==> src/rtl/fde_machine.sv <==
// Fetch/decode/execute phase sequencer with per-phase dwell counts and an en-qualified end-of-instruction pulse.
// Latency: one phase per N_phase enabled clocks. When en is low, the phase and the dwell count hold.
module fde_machine #(
  parameter int FETCH_CYCLES   = 1,
  parameter int DECODE_CYCLES  = 1,
  parameter int EXECUTE_CYCLES = 1
) (
  input  logic       clk,
  input  logic       reset,
  input  logic       en,
  output logic       fetch,
  output logic       decode,
  output logic       execute,
  output logic [1:0] state,
  output logic       instr_done
);

  localparam int NF   = (FETCH_CYCLES   < 1) ? 1 : FETCH_CYCLES;
  localparam int ND   = (DECODE_CYCLES  < 1) ? 1 : DECODE_CYCLES;
  localparam int NE   = (EXECUTE_CYCLES < 1) ? 1 : EXECUTE_CYCLES;
  localparam int NMAX = (NF > ND) ? ((NF > NE) ? NF : NE) : ((ND > NE) ? ND : NE);
  localparam int CW   = (NMAX > 1) ? $clog2(NMAX) : 1;

  localparam logic [CW-1:0] F_LAST = CW'(NF - 1);
  localparam logic [CW-1:0] D_LAST = CW'(ND - 1);
  localparam logic [CW-1:0] E_LAST = CW'(NE - 1);

  typedef enum logic [1:0] {
    FETCH   = 2'b00,
    DECODE  = 2'b01,
    EXECUTE = 2'b10,
    ILLEGAL = 2'b11
  } phase_t;

  // Held as plain bits so an unreachable encoding stays observable and recoverable.
  logic [1:0]    state_r;
  phase_t        state_nxt;
  logic [CW-1:0] count_r;
  logic [CW-1:0] count_nxt;
  logic [CW-1:0] last_count;

  always_ff @(posedge clk) begin
    if (reset) begin
      state_r <= FETCH;
      count_r <= '0;
    end else begin
      state_r <= state_nxt;
      count_r <= count_nxt;
    end
  end

  always_comb begin
    state_nxt  = phase_t'(state_r);
    count_nxt  = count_r;
    last_count = F_LAST;
    fetch      = 1'b0;
    decode     = 1'b0;
    execute    = 1'b0;
    case (phase_t'(state_r))
      FETCH: begin
        fetch      = 1'b1;
        last_count = F_LAST;
      end
      DECODE: begin
        decode     = 1'b1;
        last_count = D_LAST;
      end
      EXECUTE: begin
        execute    = 1'b1;
        last_count = E_LAST;
      end
      default: last_count = F_LAST;
    endcase

    if (state_r == ILLEGAL) begin
      state_nxt = FETCH;
      count_nxt = '0;
    end else if (en) begin
      if (count_r == last_count) begin
        count_nxt = '0;
        case (phase_t'(state_r))
          FETCH:   state_nxt = DECODE;
          DECODE:  state_nxt = EXECUTE;
          default: state_nxt = FETCH;
        endcase
      end else begin
        count_nxt = count_r + CW'(1);
      end
    end
  end

  assign state      = state_r;
  assign instr_done = en && (state_r == EXECUTE) && (count_r == E_LAST);

endmodule

==> config.mk <==
export PLATFORM = sky130hd
export DESIGN_NAME = fde_machine
export DESIGN_NICKNAME = d
export VERILOG_FILES = /design/src/rtl/fde_machine.sv
export SDC_FILE = /design/constraint.sdc
export NUM_CORES = 1
export LEC_CHECK = 0
export CORE_AREA = 2 2 39 41
export DETAILED_ROUTE_END_ITERATION = 10
export DIE_AREA = 0 0 41 43
export PLACE_DENSITY = 0.41
export SETUP_SLACK_MARGIN = 0.15
export SLEW_MARGIN = 20
export SYNTH_ARGS = -nofsm -noshare
export SYNTH_HDL_FRONTEND = slang
export SYNTH_SLANG_ARGS = --single-unit
==> constraint.sdc <==
create_clock -name clk -period 1.1 [get_ports clk]
set_clock_uncertainty 0.2 [all_clocks]
set_input_delay 0.22 -clock clk [delete_from_list [all_inputs] [get_ports clk]]
set_output_delay 0.22 -clock clk [all_outputs]
set_load 0.01 [all_outputs]
==> reports/results.txt <==
The run finished, with violations left. The checks that failed: negative setup slack. The setup check on the worst reg-to-reg path leaves a slack of -0.15 ns.

The worst path setup slack after routing is -0.249 ns, and the final critical-path required period is 1.35 ns. The logs give 1 for the number of levels the H-tree was split into and 2 for the violation count after the first detailed-route iteration. The reported leakage power was 0.117 nW; the number of buffers inserted during clock tree synthesis was 3. Detailed routing inserted a total of 145 vias. The run gives 0.326 mV as the worst IR drop on VDD.

The number of synthesized register bits was 2. The portion of total power attributed to the clock network is 0.481. The area added between synthesis and finish came out at 148%. The final instance count without filler cells came out at 42. The half-perimeter wire length of the detailed placement result came out at 264 um. Based on the critical path, the design can be clocked at up to 741 MHz. Clock-pin slew was measured on the worst setup and hold paths at 0.03 ns. The worst hold path passes through 4 cells.

The relative contribution of sequential cells to total power was 0.256; the maximum cell stage delay along the critical path was 0.34 ns. The via-per-instance ratio was 3.45. In the layout the commonest cells are 4 x sky130_fd_sc_hd__buf_4, 3 x sky130_fd_sc_hd__clkbuf_4, 3 x sky130_fd_sc_hd__buf_6, 3 x sky130_fd_sc_hd__buf_2, 2 x sky130_fd_sc_hd__dfxtp_4. The critical path goes through nor2b_4 > and2_4 > buf_6. For the worst endpoint data arrival time, the log shows 0.93 ns.

In the final routed layout, each cell accounts on average for 8.88 um. The switching share of power is 0.262, and the distinct cell type count after synthesis is 10. The number of failing setup endpoints in the final timing report is 7. The run gives 2 as the total number of clock tree sinks. The number of antenna violations at the first check in global routing was 0.

For the sequential area share after synthesis, the log shows 0.376. By startpoint and endpoint, the worst setup path is classified as flop to output port. The maximum clock path buffer count is 2, and the maximum number of pins on one net before global-route repair is 6.

Kind of capture point of the worst setup path: an output port. The worst setup path is launched from a flop. During placement, the flow inserted port buffers numbering 8.

The largest fanout of any net on the critical path came out at 4. TritonCTS built the clock tree. Destination of the worst register-to-register timing path: state[1].

After global routing the overflow that remains totals 0. The worst register-to-register path begins at state[0]. The first-pass iteration count of the detailed router is 4, and the floorplan core area is 1380 um^2. For this design the total switching power over the nets is 0.0904 mW. The width of the die is 41 um.

The area enclosed by the die boundary is 1760 um^2, and the via count of the first global-routing pass is 150. The combined buffer and inverter count along the critical path is 1. Final-report hold violation count: 0. The starting density of the core was 0.0769. The final RePlAce weighted congestion was 0.678. Setup repair after global routing could not meet its margin everywhere. Leaving out fill and tap cells, the most frequent cell in the layout is sky130_fd_sc_hd__buf_4.

The synthesized instance count came out at 11. Period utilization: 1.23. The clock insertion delay at the later pin of the skew report came out at 0.23 ns.

The tightest min-delay check is of the primary input to flop type. The register with the most flip-flops in the layout has 2 of them. Pin placement for this block handled 9 I/O pins. The floorplan has 14 rows. When the netlist entered floorplanning its net count stood at 14.

The run gives 0 as the antenna diode count. Summed over all layers, the routed wires come to 373 um. The count of nets left with antenna violations once routing finished came out at 0. The floorplan step set the die height to 43 um. The final layout contains 31 nets. The number of max-capacitance violations reported came out at 0. On the critical path the largest part of the delay comes from flip-flops. The global router's overall resource usage was 0.0612; the internal portion of total power was 0.255 mW. For the relative slew slack, the log shows 0.903.

For hold timing, the worst endpoint is state[0]. The run gives 0 as the number of slew-limit violations in the final report. The run gives 106 um^2 as the netlist area before placement.

The first global-routing pass estimated 593 um of wire. The startpoint identified for the worst hold timing path is en. The count of warnings emitted by yosys came out at 0. At the pin with the least slew margin, the transition time is 0.145 ns.

Power spread over the standard cell area amounts to 1310 nW/um^2. The tools report the buffer type at the clock tree root as sky130_fd_sc_hd__clkbuf_4. The filler cells instantiated in the layout total 155. For the logic gate share of total power, the log shows 0.264. For the residual DRC count, the log shows 0. At the worst endpoint, the required time is 0.68 ns. The cell with the biggest individual delay on the critical path is sky130_fd_sc_hd__dfxtp_4. The proportion of layout cells with a drive suffix above 1 is 0.769. In this run, placement finished with an instance count of 38. After synthesis, the mean cell area works out to 9.67 um^2. The number of cells traversed by the worst register-to-register path is 3, and the core utilization of the finished layout is 0.191.
per-stage QoR:
step	area (um^2)	hold slack, ns	total power [mW]	setup WS [ns]	TNS (ns)
global route	264	0.360	0.370	-0.287	-1.40
detailed placement	244	0.346	0.186	-0.698	-2.92
CTS	262	0.324	0.354	-0.268	-1.24
finish	264	0.333	0.345	-0.249	-1.15
floorplan	121	0.0733	0.124	-0.00569	-0.00569
global placement	244	0.325	0.183	-0.682	-2.81
layer usage:
| layer | up-vias | wire, um | track usage | part of all wire |
|---|---|---|---|---|
| met1 | 61 | 161 | 0.0514 | 0.43 |
| li1 | 69 | - | - | - |
| met5 | - | 0 | 0 | 0 |
| met4 | 0 | 18 | 0.0800 | 0.048 |
| met2 | 13 | 134 | 0.0719 | 0.36 |
| met3 | 2 | 57 | 0.0524 | 0.15 |
worst min-delay path, stage by stage:
cell and delay (ns):
sky130_fd_sc_hd__dlygate4sd2_1 0.22, sky130_fd_sc_hd__buf_4 0.13, sky130_fd_sc_hd__xnor2_1 0.11, sky130_fd_sc_hd__nor3_1 0.04
power by group through the flow:
stage / registers (mW) / logic [mW] / clock network, mW
floorplan: 0.0943 / 0.0300 / 0
global placement: 0.0893 / 0.0941 / 0
detailed placement: 0.0900 / 0.0959 / 0
CTS: 0.0887 / 0.0895 / 0.176
global route: 0.0907 / 0.0989 / 0.180
finish: 0.0883 / 0.0911 / 0.166
final cells by class:
class	instances	area, um^2	share of cell area
repair buffers	12	97.6	0.370
multi-input cells	9	76.3	0.289
flip-flops and latches	2	47.5	0.180
clock buffers	3	22.5	0.0853
well taps	16	20.0	0.0758
cell families (layout without fill, tap and decap cells):
group	count (synthesis)	count (layout)	share of synthesized area
XOR/XNOR	1	1	0.0824
buffers and inverters	0	15	0
flip-flops	2	2	0.376
AO/OA/AOI/OAI	1	1	0.0824
AND/OR/NAND/NOR	7	7	0.459
repair_timing:
| action | CTS | global route |
|---|---|---|
| gates resized for setup | 28 | 1 |
| hold buffers | 0 | 0 |
| setup buffers | 1 | 0 |
| endpoints found under the hold margin | 0 | 0 |
| endpoints found under the setup margin | 8 | 8 |
| pin swaps | 1 | 0 |
cells in the mapped netlist:
cell	number	share of area
sky130_fd_sc_hd__xnor2_1	1	0.082
sky130_fd_sc_hd__and2_1	1	0.059
sky130_fd_sc_hd__nor3_1	1	0.047
sky130_fd_sc_hd__nand3b_1	1	0.071
sky130_fd_sc_hd__a21oi_2	1	0.082
sky130_fd_sc_hd__and2b_2	1	0.082
sky130_fd_sc_hd__dfxtp_1	2	0.38
sky130_fd_sc_hd__or3b_1	1	0.082
sky130_fd_sc_hd__nor2b_2	1	0.082
sky130_fd_sc_hd__nor2_1	1	0.035
worst max-delay path by stage:
stage / start / to / slack, ns / cells past startpoint
floorplan: state[1] / instr_done / -0.006 / 2
global placement: en / instr_done / -0.68 / 3
detailed placement: en / instr_done / -0.70 / 3
CTS: state[1] / instr_done / -0.27 / 3
global route: state[1] / instr_done / -0.29 / 3
finish: state[1] / instr_done / -0.25 / 3
(Power assumes the default switching activity.)
